**config.mk**
```make
export PLATFORM = sky130hd
export DESIGN_NAME = pwm_breath_multi
export DESIGN_NICKNAME = d
export VERILOG_FILES = /design/src/rtl/pwm_breath_multi.sv
export SDC_FILE = /design/constraint.sdc
export NUM_CORES = 1
export LEC_CHECK = 0
export BUFFER_PORTS_ARGS = -buffer_cell sky130_fd_sc_hd__buf_2
export CORE_MARGIN = 8
export CORE_UTILIZATION = 60
export CTS_CLUSTER_DIAMETER = 150
export CTS_CLUSTER_SIZE = 12
export DETAILED_ROUTE_END_ITERATION = 6
export PLACE_DENSITY = 0.76
export RECOVER_POWER = 100
export SYNTH_ARGS = -nofsm -noshare
export SYNTH_HDL_FRONTEND = slang
export SYNTH_SLANG_ARGS = --single-unit
```
**constraint.sdc**
```tcl
create_clock -name clk -period 7.9 [get_ports clk]
set_input_delay 0.395 -clock clk [delete_from_list [all_inputs] [get_ports clk]]
set_output_delay 0.395 -clock clk [all_outputs]
set_load 0.005 [all_outputs]
```
**src/rtl/pwm_breath_multi.sv**
```systemverilog
// Multi-channel breathing-LED PWM: shared period/step timebase, per-channel rise/fall level FSM.
// Define BREATH_GAMMA_EN for a quadratic (gamma-like) level-to-duty curve; linear otherwise.
`timescale 1ns/1ps
module pwm_breath_multi #(
  parameter int CH          = 4,
  parameter int PWM_PERIOD  = 500_000,
  parameter int PWM_W       = 19,
  parameter int STEPS       = 20,
  parameter int STEP_CYCLES = 15
) (
  input  logic          clk,
  input  logic          rst_n,
  input  logic [CH-1:0] en,
  output logic [CH-1:0] led,
  output logic [CH-1:0] breath_done
);

  localparam int LVL_W  = $clog2(STEPS + 1);
  localparam int STEP_W = (STEP_CYCLES > 1) ? $clog2(STEP_CYCLES) : 1;
  localparam int PROD_W = PWM_W + 2 * LVL_W;
`ifdef BREATH_GAMMA_EN
  localparam int SCALE  = PWM_PERIOD / (STEPS * STEPS);
`else
  localparam int SCALE  = PWM_PERIOD / STEPS;
`endif

  localparam logic [PWM_W-1:0]  PWM_LAST  = PWM_W'(PWM_PERIOD - 1);
  localparam logic [STEP_W-1:0] STEP_LAST = STEP_W'(STEP_CYCLES - 1);
  localparam logic [LVL_W-1:0]  LVL_TOP   = LVL_W'(STEPS);
  localparam logic [LVL_W-1:0]  LVL_ONE   = LVL_W'(1);

  typedef enum logic [1:0] {S_IDLE, S_RISE, S_FALL} state_t;

  // Level to duty; the scale is a compile-time constant so only the gamma build squares lvl.
  function automatic logic [PWM_W-1:0] f_duty(input logic [LVL_W-1:0] lvl);
`ifdef BREATH_GAMMA_EN
    return PWM_W'(PROD_W'(lvl) * PROD_W'(lvl) * PROD_W'(SCALE));
`else
    return PWM_W'(PROD_W'(lvl) * PROD_W'(SCALE));
`endif
  endfunction

  logic [PWM_W-1:0]  r_cnt_pwm;
  logic [STEP_W-1:0] r_cnt_step;
  logic              w_pwm_wrap;
  logic              w_tick;

  assign w_pwm_wrap = (r_cnt_pwm == PWM_LAST);
  assign w_tick     = w_pwm_wrap && (r_cnt_step == STEP_LAST);

  // Free-running timebase shared by every channel
  always_ff @(posedge clk or negedge rst_n) begin
    if (!rst_n) begin
      r_cnt_pwm  <= '0;
      r_cnt_step <= '0;
    end else if (w_pwm_wrap) begin
      r_cnt_pwm  <= '0;
      r_cnt_step <= (r_cnt_step == STEP_LAST) ? '0 : r_cnt_step + STEP_W'(1);
    end else begin
      r_cnt_pwm  <= r_cnt_pwm + PWM_W'(1);
    end
  end

  for (genvar g = 0; g < CH; g++) begin : g_ch
    state_t           r_state;
    state_t           w_state_nxt;
    logic [LVL_W-1:0] r_lvl;
    logic [LVL_W-1:0] w_lvl_nxt;
    logic [PWM_W-1:0] r_duty;
    logic [PWM_W-1:0] w_duty_nxt;
    logic             r_led;
    logic             r_done;
    logic             w_done_nxt;

    always_ff @(posedge clk or negedge rst_n) begin
      if (!rst_n) begin
        r_state <= S_IDLE;
        r_lvl   <= '0;
      end else begin
        r_state <= w_state_nxt;
        r_lvl   <= w_lvl_nxt;
      end
    end

    // Disable wins over a coincident tick
    always_comb begin
      w_state_nxt = r_state;
      w_lvl_nxt   = r_lvl;
      if (!en[g]) begin
        w_state_nxt = S_IDLE;
        w_lvl_nxt   = '0;
      end else begin
        case (r_state)
          S_IDLE: begin
            w_state_nxt = S_RISE;
            w_lvl_nxt   = '0;
          end
          S_RISE: begin
            if (w_tick) begin
              w_lvl_nxt = r_lvl + LVL_ONE;
              if (r_lvl + LVL_ONE == LVL_TOP) w_state_nxt = S_FALL;
            end
          end
          S_FALL: begin
            if (w_tick) begin
              w_lvl_nxt = r_lvl - LVL_ONE;
              if (r_lvl == LVL_ONE) w_state_nxt = S_RISE;
            end
          end
          default: begin
            w_state_nxt = S_IDLE;
            w_lvl_nxt   = '0;
          end
        endcase
      end
    end

    always_comb begin
      w_done_nxt = en[g] && (r_state == S_FALL) && w_tick && (r_lvl == LVL_ONE);
      w_duty_nxt = f_duty(w_lvl_nxt);
    end

    // Duty only changes at the period boundary so a period never sees two thresholds
    always_ff @(posedge clk or negedge rst_n) begin
      if (!rst_n) begin
        r_duty <= '0;
        r_led  <= 1'b1;
        r_done <= 1'b0;
      end else begin
        r_led  <= ~(en[g] && (r_cnt_pwm < r_duty));
        r_done <= w_done_nxt;
        if (w_pwm_wrap) r_duty <= w_duty_nxt;
      end
    end

    assign led[g]         = r_led;
    assign breath_done[g] = r_done;
  end

endmodule

```
==> summary.md, run 1 <==
| Metric | Value |
|---|---|
| Core ar. | `0.0171 sq mm` |
| DR vias | `8,095` |
| Die Height | `147 microns` |
| N_diodes | `0` |
| Area Overhead vs Synth | `6.74%` |
| Commonest non-fill, non-tap cell in the layout | `ha_1` |
| Post-synthesis average cell area | `9.12 sq um` |
| Antenna Nets Post-Route | `0` |
| Final setup vio count | `0` |
| Placed cells | `1,339` |
| I/O pin count | `14` |
| Number of synthesized register bits | `123` |
| Die Width | `147 microns` |
| # clock sinks | `123` |
| Clk_lat worst skew | `0.42 ns` |
| First-pass GRT wire length | `38.7 mm` |
| Fmax | `151 MHz` |
| RSZ-0062 raised after global routing | `false` |
| TritonCTS clock tree | `yes` |
| Detailed placer's ending HPWL | `17.0 mm` |
| Post-synth cell types | `67` |
| Setup repair bufs after CTS | `0` |
| Clk_skew | `0.00792 ns` |
| TNS Setup | `0 ns` |
| Post-Syn Nets | `1,352` |
| Post-CTS sizing | `0` |
| Final WL | `22.9 mm` |
| Leakage Power | `6.33 nW` |
| Setup slack, reg-to-reg | `1.29 ns` |
| Failing checks | `capacitance limit, slew limit` |
| Max Cap Viol | `4` |
| Fin crit period | `6.61 ns` |
| Fin. max-slew vios | `236` |
| CTS buffer count | `17` |
| Final core occ | `0.648` |
| Warnings, synthesis | `0` |
| Worst slack, placed | `1.94 ns` |
| Hold Path Class | `in -> reg` |
| Slew margin rel. | `-1.47` |
| Slew @ Worst Pin | `3.70 ns` |
| Sequential share of the synthesized area | `0.298` |
| Area occupied by multi-input gates | `0.00659 sq mm` |
| Pwr/cell area | `144 mW/mm^2` |
| CP Class | `reg -> reg` |
| WL per Instance | `16.7 microns` |
| Finished Layout Cells | `1,370` |
| Residual DRC count | `0` |
| Filler cell count | `1,414` |
| Commonest non-fill, non-tap cells in the layout | `ha_1 (206), dfrtp_1 (119), inv_1 (117)` |
| Critical Path RT | `8.05 ns` |
| Rows | `48` |
| Port Buffers | `13` |
| GPL Wtd Cong | `0.868` |
| Hold_buf cts | `0` |
| Root Buffer | `clkbuf_16` |
| Post-synth ARST share | `1.00` |
| Netlist Area Pre-Place | `0.0104 sq mm` |
| Number of global-route vias before repair | `7,908` |
| Initial core utilization | `0.607` |
| Main synth FF type | `dfrtp_1` |
| H-tree levels | `4` |
| GRT Overall Usage | `0.221` |
| Setup crit end kind | `flip-flop` |
| First drt pass iteration count | `7` |
| Total power | `0.00159 W` |
| Startpoint types | `flip-flop` |
| Via density per instance | `5.91` |
| Reg area | `0.00308 sq mm` |
| Status | `finished, violations left` |
| Slack of the critical path | `1.29 ns` |
| Peak supply drop | `0.000164 V` |
| Die area | `0.0217 sq mm` |
| Largest net degree at the start of global routing | `72` |
| Initial DRC count | `514` |
| Data arrival time of the critical path | `6.77 ns` |
| Initial antenna violation count | `0` |
| Total congestion overflow | `0` |
| Clock transition at path regs | `0.06 ns` |
| Crit-path max FO | `23` |
| Synth Instances | `1,135` |
| Nets | `1,350` |
| Final Hold Vio Count | `0` |
| Final worst-path cycle share | `0.837` |
| CTS Buffer Depth | `2` |
| Share of layout cells above drive strength 1 | `0.0480` |
| EDFF count, synth | `0` |
[routing by layer]
layer | part of all wire | routed length, microns | up-vias | track usage
met4 | 0.025 | 580 | 0 | 0.0755
li1 | - | - | 3982 | -
met1 | 0.47 | 10700 | 3885 | 0.290
met3 | 0.039 | 903 | 44 | 0.0498
met2 | 0.47 | 10700 | 184 | 0.353
met5 | 0 | 0 | - | 0
[synth_stat cells (6+ instances only)]
| cell | count | area [sq um] |
|---|---|---|
| a211oi_1 | 7 | 52.6 |
| a21o_1 | 41 | 308 |
| a21oi_1 | 43 | 215 |
| a22oi_1 | 8 | 60.1 |
| a31oi_1 | 14 | 87.6 |
| and2_1 | 12 | 75.1 |
| and3_1 | 9 | 56.3 |
| buf_4 | 8 | 60.1 |
| clkbuf_1 | 26 | 97.6 |
| dfrtp_1 | 119 | 2980 |
| ha_1 | 206 | 2580 |
| inv_1 | 117 | 439 |
| nand2_1 | 106 | 398 |
| nand2b_1 | 14 | 87.6 |
| nand3_1 | 30 | 150 |
| nand3b_1 | 6 | 45.0 |
| nand4_1 | 26 | 163 |
| nor2_1 | 36 | 135 |
| nor2b_1 | 7 | 43.8 |
| nor3_1 | 9 | 45.0 |
| o21a_1 | 13 | 97.6 |
| o21ai_0 | 93 | 465 |
| o31ai_1 | 12 | 90.1 |
| or3_1 | 7 | 43.8 |
| xnor2_1 | 41 | 359 |
| xor2_1 | 38 | 333 |
[per-stage QoR]
| stage | instance area (sq um) | hold slack, ns |
|---|---|---|
| detailed placement | 10600 | 0.472 |
| global placement | 10600 | 0.464 |
| CTS | 11100 | 0.0414 |
| floorplan | 10400 | 0.0994 |
| finish | 11000 | 0.228 |
| global route | 11000 | 0.250 |
[power breakdown]
group | internal [W] | switching, W | leakage [nW]
registers | 0.000645 | 0.0000143 | 1.38
logic | 0.0000707 | 0.000104 | 4.70
clock network | 0.000468 | 0.000292 | 0.256
[path summary, 6_finish.rpt]
path	from	endpoint	cells after the start
worst max register to register	r_cnt_pwm[7]	g_ch[0].r_duty[18]	18
worst min register to register	g_ch[1].r_duty[16]	g_ch[1].r_duty[16]	2
min in group asynchronous	rst_n	g_ch[3].r_duty[13]	1
worst max-delay path	r_cnt_pwm[7]	g_ch[0].r_duty[18]	18
max in group asynchronous	rst_n	g_ch[2].r_state[0]	2
worst min-delay path	en[2]	g_ch[2].r_done	3
[layout make-up]
| cell class | instances | share of cell area |
|---|---|---|
| Timing Repair Buffer | 19 | 0.00793 |
| Inverter | 117 | 0.0397 |
| Multi-Input combinational cell | 855 | 0.596 |
| Tap cell | 225 | 0.0255 |
| Clock buffer | 20 | 0.0404 |
| Clock inverter | 11 | 0.0111 |
| Sequential cell | 123 | 0.279 |
[kinds of logic (layout without fill, tap and decap cells)]
logic type | after synthesis | after routing | synth area share
AOI/OAI and AO/OA | 266 | 266 | 0.162
xor gates and xnor gates | 79 | 79 | 0.0668
DFF | 123 | 123 | 0.298
muxes | 8 | 8 | 0.00834
buffers and inverters | 157 | 167 | 0.0618
and+or+nand+nor | 291 | 291 | 0.145
adders and majority gates | 211 | 211 | 0.259
[registers in the layout, summed over array words and instances, names as in the netlist]
register,count
r_cnt_pwm,19
r_cnt_step,4
g_ch.r_done,4
g_ch.r_lvl,20
g_ch.r_led,4
g_ch.r_duty,64
g_ch.r_state,8
[critical path: stages, from the launching register on]
cell and delay [ns]:
dfrtp_1 0.47, or4b_1 0.58, or4_1 0.56, nor3_1 0.81
buf_4 0.42, nor2_1 0.08, a211oi_1 0.73, nand2_2 0.17
xnor2_1 0.17, ha_1 0.30, ha_1 0.29, ha_1 0.33
a21o_1 0.20, a21oi_1 0.29, o31ai_1 0.17, a31o_2 0.29
a31oi_1 0.20, xor2_1 0.18, o21ai_0 0.11
(Power assumes the default switching activity.)
==> inputs of run 2 (changes only) <==
clock period = 6.1 ns   (was 7.9 ns; I/O delays follow)
==> summary.md, run 2 (synthesis gave the netlist of run 1 again) <==
| Metric | Value |
|---|---|
| Placed cells | `1,354 (was 1,339)` |
| Finished Layout Cells | `1,387 (was 1,370)` |
| Fin. max-slew vios | `262 (was 236)` |
| Leakage Power | `6.44 nW (was 6.33 nW)` |
| Detailed placer's ending HPWL | `16.8 mm (was 17.0 mm)` |
| Final worst-path cycle share | `0.936 (was 0.837)` |
| Die area | `0.0217 sq mm (unchanged)` |
| Commonest non-fill, non-tap cell in the layout | `ha_1 (unchanged)` |
| Fmax | `175 MHz (was 151 MHz)` |
| Commonest non-fill, non-tap cells in the layout | `ha_1 (206), dfrtp_1 (119), inv_1 (117) (unchanged)` |
| I/O pin count | `14 (unchanged)` |
| Delay-heaviest family, CP | `simple AND/OR/NAND/NOR gates (unchanged)` |
| Data arrival time of the critical path | `5.92 ns (was 6.77 ns)` |
| Slew @ Worst Pin | `3.12 ns (was 3.70 ns)` |
| Clk_lat worst skew | `0.43 ns (was 0.42 ns)` |
| Rows | `48 (unchanged)` |
| Fin crit period | `5.71 ns (was 6.61 ns)` |
| WL per Instance | `16.8 microns (was 16.7 microns)` |
| Initial DRC count | `519 (was 514)` |
| Pwr/cell area | `188 mW/mm^2 (was 144 mW/mm^2)` |
| Final Hold Vio Count | `0 (unchanged)` |
| Number of global-route vias before repair | `8,127 (was 7,908)` |
| GRT Overall Usage | `0.225 (was 0.221)` |
| Share of layout cells above drive strength 1 | `0.0611 (was 0.0480)` |
| Max Cap Viol | `5 (was 4)` |
| Area Overhead vs Synth | `8.22% (was 6.74%)` |
| Die Height | `147 microns (unchanged)` |
| Residual DRC count | `0 (unchanged)` |
| Post-CTS sizing | `0 (unchanged)` |
| GPL Wtd Cong | `0.917 (was 0.868)` |
| Crit-path max FO | `24 (was 23)` |
| First-pass GRT wire length | `39.6 mm (was 38.7 mm)` |
| Biggest regs | `g_ch.r_duty: 64 flops, g_ch.r_lvl: 20 flops, r_cnt_pwm: 19 flops (unchanged)` |
| Cell mode on critical path | `ha_1 (unchanged)` |
| Startpoint types | `flip-flop (unchanged)` |
| Max reg flops | `64 (unchanged)` |
| TNS Setup | `0 ns (unchanged)` |
| Final setup vio count | `0 (unchanged)` |
| Root Buffer | `clkbuf_16 (unchanged)` |
| Port Buffers | `13 (unchanged)` |
| Final WL | `23.2 mm (was 22.9 mm)` |
| Final core occ | `0.657 (was 0.648)` |
| Slew margin rel. | `-1.08 (was -1.47)` |
| # clock sinks | `123 (unchanged)` |
| CTS buffer count | `17 (unchanged)` |
| Clock transition at path regs | `0.06 ns (about the same)` |
| CTS Buffer Depth | `2 (unchanged)` |
| H-tree levels | `4 (unchanged)` |
| Crit-path cells | `or4b_1 > or4_1 > nor3_4 > buf_4 > nand2_1 > a22oi_1 > a211oi_1 > clkbuf_1 > ha_1 > xor2_1 > ha_1 > ha_1 > ha_1 > and3b_1 > o21a_1 > o21ai_0 > a31oi_1 > o21ai_0 > xor2_1 > o21ai_0 (was or4b_1 > or4_1 > nor3_1 > buf_4 > nor2_1 > a211oi_1 > nand2_2 > xnor2_1 > ha_1 > ha_1 > ha_1 > a21o_1 > a21oi_1 > o31ai_1 > a31o_2 > a31oi_1 > xor2_1 > o21ai_0)` |
| Filler cell count | `1,419 (was 1,414)` |
| Worst path bufs/invs | `2 (was 1)` |
| Hold Path Class | `in -> reg (unchanged)` |
| CP Class | `reg -> reg (unchanged)` |
| Total congestion overflow | `0 (unchanged)` |
| Clk_skew | `0.00782 ns (was 0.00792 ns)` |
| RSZ-0062 raised after global routing | `false (unchanged)` |
| Status | `finished, violations left (unchanged)` |
| Largest Register | `g_ch.r_duty (unchanged)` |
| TritonCTS clock tree | `yes (unchanged)` |
| Initial antenna violation count | `0 (unchanged)` |
| Largest net degree at the start of global routing | `68 (was 72)` |
| Via density per instance | `5.77 (was 5.91)` |
| Nets | `1,366 (was 1,350)` |
| Antenna Nets Post-Route | `0 (unchanged)` |
| Core ar. | `0.0171 sq mm (unchanged)` |
| Crit-path max cell delay | `0.59 ns (was 0.81 ns)` |
| DR vias | `7,998 (was 8,095)` |
| Setup crit end kind | `flip-flop (unchanged)` |
| Die Width | `147 microns (unchanged)` |
| N_diodes | `0 (unchanged)` |
| Initial core utilization | `0.607 (unchanged)` |
| First drt pass iteration count | `5 (was 7)` |
| CP max-delay cell | `or4b_1 (was nor3_1)` |
| Failing checks | `capacitance limit, slew limit (unchanged)` |
| Peak supply drop | `0.000227 V (was 0.000164 V)` |
| Critical Path RT | `6.30 ns (was 8.05 ns)` |
[run 2: routing by layer]
metal | wire length (microns) | vias to the layer above | track usage
met5 | 0 | - | 0
met4 | 565 | 0 | 0.0898
met3 | 900 | 37 | 0.0397
met2 | 11000 | 163 | 0.366
met1 | 10800 | 3794 | 0.291
li1 | - | 4004 | -
[run 2: final timing paths]
| check | from | to | slack, ns | cells past startpoint |
|---|---|---|---|---|
| setup / recovery | r_cnt_pwm[7] | g_ch[2].r_duty[17] | 0.39 | 20 |
| hold / removal | en[1] | g_ch[1].r_state[0] | 0.15 | 2 |
| setup reg to reg | r_cnt_pwm[7] | g_ch[2].r_duty[17] | 0.39 | 20 |
| hold reg to reg | g_ch[2].r_duty[18] | g_ch[2].r_duty[18] | 0.48 | 2 |
| max in group asynchronous | rst_n | g_ch[1].r_lvl[4] | 1.58 | 3 |
| min in group asynchronous | rst_n | r_cnt_pwm[2] | 1.46 | 2 |
[run 2: timing repair]
item / 4_1_cts / 5_1_grt
endpoints found under the hold margin: 55 / 0
hold buffers: 1 / 0
buffers inserted: 0 / 0
[run 2: cell type report]
type / instances / area (sq um) / share of cell area
clock inverters: 15 / 166 / 0.0149
well taps: 225 / 282 / 0.0251
clock buffers: 17 / 425 / 0.0380
repair buffers: 35 / 191 / 0.0171
inverters: 117 / 439 / 0.0392
flip-flops and latches: 123 / 3080 / 0.275
multi-input cells: 855 / 6620 / 0.591
[run 2: worst reg2reg max path, stage by stage (launching register included)]
cell and delay, ns:
dfrtp_1 0.49, or4b_1 0.59, or4_1 0.58, nor3_4 0.20, buf_4 0.32, nand2_1 0.11
a22oi_1 0.21, a211oi_1 0.12, clkbuf_1 0.20, ha_1 0.26, xor2_1 0.16, ha_1 0.30
ha_1 0.28, ha_1 0.34, and3b_1 0.19, o21a_1 0.21, o21ai_0 0.31, a31oi_1 0.16
o21ai_0 0.21, xor2_1 0.16, o21ai_0 0.08
[run 2: report_power, final]
part           switching, W  internal, W  leakage, nW
combinational      0.000135    0.0000915         4.78
sequential        0.0000189     0.000835         1.38
clock              0.000416     0.000607        0.280
[run 2: through the flow]
stage	setup slack [ns]	hold slack [ns]	area [sq um]	power, W
2_1_floorplan	0.600	0.00941	10400	0.00103
3_3_place_gp	0.595	0.416	10700	0.00109
3_5_place_dp	0.489	0.418	10700	0.00109
4_1_cts	0.490	0.133	11300	0.00212
5_1_grt	0.0685	0.161	11200	0.00218
6_report	0.388	0.151	11200	0.00210
==> inputs of run 3 (changes only) <==
CORE_MARGIN = default   (was 8)
CTS_CLUSTER_SIZE = default   (was 12)
==> summary.md, run 3 (synthesis gave the netlist of run 1 again) <==
| Metric | Value |
|---|---|
| Status | `finished, violations left (unchanged)` |
| Failing checks | `capacitance limit, slew limit (unchanged)` |
| Leakage Power | `6.43 nW (was 6.44 nW)` |
| GRT Overall Usage | `0.275 (was 0.225)` |
| Largest Register | `g_ch.r_duty (unchanged)` |
| Via density per instance | `5.87 (was 5.77)` |
| Final setup vio count | `0 (unchanged)` |
| Residual DRC count | `0 (unchanged)` |
| Die area | `0.0178 sq mm (was 0.0217 sq mm)` |
| Data arrival time of the critical path | `6.02 ns (was 5.92 ns)` |
| Port Buffers | `13 (unchanged)` |
| Final Hold Vio Count | `0 (unchanged)` |
| Pwr/cell area | `190 mW/mm^2 (was 188 mW/mm^2)` |
| First drt pass iteration count | `5 (unchanged)` |
| CTS buffer count | `17 (unchanged)` |
| Crit-path max FO | `30 (was 24)` |
| CTS Buffer Depth | `2 (unchanged)` |
| TritonCTS clock tree | `yes (unchanged)` |
| Filler cell count | `1,411 (was 1,419)` |
| Largest net degree at the start of global routing | `65 (was 68)` |
| DR vias | `8,103 (was 7,998)` |
| I/O pin count | `14 (unchanged)` |
| Nets | `1,365 (was 1,366)` |
| Rows | `47 (was 48)` |
| First-pass GRT wire length | `38.6 mm (was 39.6 mm)` |
| Initial core utilization | `0.620 (was 0.607)` |
| Clk_lat worst skew | `0.43 ns (about the same)` |
| Core ar. | `0.0167 sq mm (was 0.0171 sq mm)` |
| GPL Wtd Cong | `0.927 (was 0.917)` |
| Critical Path RT | `6.32 ns (was 6.30 ns)` |
| Fin. max-slew vios | `201 (was 262)` |
| Initial antenna violation count | `0 (unchanged)` |
| Peak supply drop | `0.000224 V (was 0.000227 V)` |
| Root Buffer | `clkbuf_16 (unchanged)` |
| Fmax | `172 MHz (was 175 MHz)` |
| Biggest regs | `g_ch.r_duty: 64 flops, g_ch.r_lvl: 20 flops, r_cnt_pwm: 19 flops (unchanged)` |
| Antenna Nets Post-Route | `0 (unchanged)` |
| Total congestion overflow | `0 (unchanged)` |
| Initial DRC count | `431 (was 519)` |
| Slew @ Worst Pin | `3.39 ns (was 3.12 ns)` |
| Detailed placer's ending HPWL | `17.0 mm (was 16.8 mm)` |
| Startpoint types | `flip-flop (unchanged)` |
| Fin crit period | `5.81 ns (was 5.71 ns)` |
| WL per Instance | `16.6 microns (was 16.8 microns)` |
| Die Width | `133 microns (was 147 microns)` |
| Setup crit end kind | `flip-flop (unchanged)` |
| Hold Path Class | `in -> reg (unchanged)` |
| # clock sinks | `123 (unchanged)` |
| H-tree levels | `4 (unchanged)` |
| Slew margin rel. | `-1.26 (was -1.08)` |
| CP Class | `reg -> reg (unchanged)` |
| Clock transition at path regs | `0.06 ns (about the same)` |
| Final WL | `22.9 mm (was 23.2 mm)` |
| Final worst-path cycle share | `0.952 (was 0.936)` |
| TNS Setup | `0 ns (unchanged)` |
| Max reg flops | `64 (unchanged)` |
| Max Cap Viol | `4 (was 5)` |
| Number of global-route vias before repair | `8,052 (was 8,127)` |
| Area Overhead vs Synth | `8.20% (was 8.22%)` |
| Commonest non-fill, non-tap cells in the layout | `ha_1 (206), dfrtp_1 (119), inv_1 (117) (unchanged)` |
| RSZ-0062 raised after global routing | `false (unchanged)` |
| Total power | `0.00213 W (was 0.00210 W)` |
| N_diodes | `0 (unchanged)` |
| Share of layout cells above drive strength 1 | `0.0603 (was 0.0611)` |
| Clk_skew | `0.00743 ns (was 0.00782 ns)` |
| Die Height | `133 microns (was 147 microns)` |
| Commonest non-fill, non-tap cell in the layout | `ha_1 (unchanged)` |
## run 3: worst max-delay path, cell delays in order (launching register included)
cell	delay [ns]
dfrtp_1	0.51
or4b_1	0.61
or4_4	0.52
nor3_1	0.28
buf_4	0.39
a21oi_1	0.11
a211oi_1	0.32
ha_1	0.23
inv_1	0.06
fa_1	0.48
inv_1	0.05
ha_1	0.27
ha_1	0.34
and3b_1	0.21
o21a_1	0.20
o2111ai_1	0.24
a21boi_0	0.18
a311oi_1	0.35
or3_1	0.15
a31oi_1	0.08
## run 3: metrics by stage
| stage | worst slack [ns] | cells | hold WS (ns) | cell area, sq um | util |
|---|---|---|---|---|---|
| 2_1_floorplan | 0.600 | 1135 | 0.00941 | 10400 | - |
| 3_3_place_gp | 0.575 | 1348 | 0.437 | 10700 | 0.638 |
| 3_5_place_dp | 0.455 | 1348 | 0.443 | 10700 | 0.638 |
| 4_1_cts | 0.421 | 1381 | 0.135 | 11300 | 0.675 |
| 5_1_grt | 0.0354 | 1381 | 0.158 | 11200 | 0.671 |
| 6_report | 0.293 | 1381 | 0.141 | 11200 | 0.671 |
## run 3: worst paths after layout
kind                                     from                 end  slack (ns)  cells after the start
max                              r_cnt_pwm[7]  g_ch[3].r_duty[17]        0.29                     19
min reg2reg                g_ch[2].r_duty[12]  g_ch[2].r_duty[12]        0.48                      2
max in group asynchronous               rst_n  g_ch[2].r_duty[15]        1.61                      3
max reg2reg                      r_cnt_pwm[7]  g_ch[3].r_duty[17]        0.29                     19
min in group asynchronous               rst_n       r_cnt_step[1]        1.55                      2
min                                     en[2]      g_ch[2].r_done        0.14                      3
## run 3: power breakdown
group,switching [W],internal [W]
Sequential,0.0000190,0.000835
Combinational,0.000137,0.0000918
Clock,0.000393,0.000655
Total,0.000549,0.00158
## run 3: layer usage
layer / wire, microns / global-route usage / part of all wire / vias to the layer above
met1: 10300 / 0.352 / 0.45 / 3888
met3: 865 / 0.0411 / 0.038 / 45
met2: 11200 / 0.466 / 0.49 / 155
li1: - / - / - / 4015
met4: 543 / 0.109 / 0.024 / 0
met5: 0 / 0 / 0 / -
## run 3: what timing repair did
action | in CTS | in global routing
buffers inserted | 0 | 0
hold endpoints to repair | 13 | 0
resized for setup | 0 | 1
hold buffers | 1 | 0
endpoints found under the setup margin | 0 | 1
## run 3: layout make-up
class / instances / area (sq um) / area share
clock buffer: 19 / 443 / 0.0395
timing repair buffer: 34 / 180 / 0.0161
multi-input combinational: 855 / 6610 / 0.590
inverter: 117 / 439 / 0.0392
tap: 220 / 275 / 0.0246
sequential: 123 / 3080 / 0.275
clock inverter: 13 / 166 / 0.0149
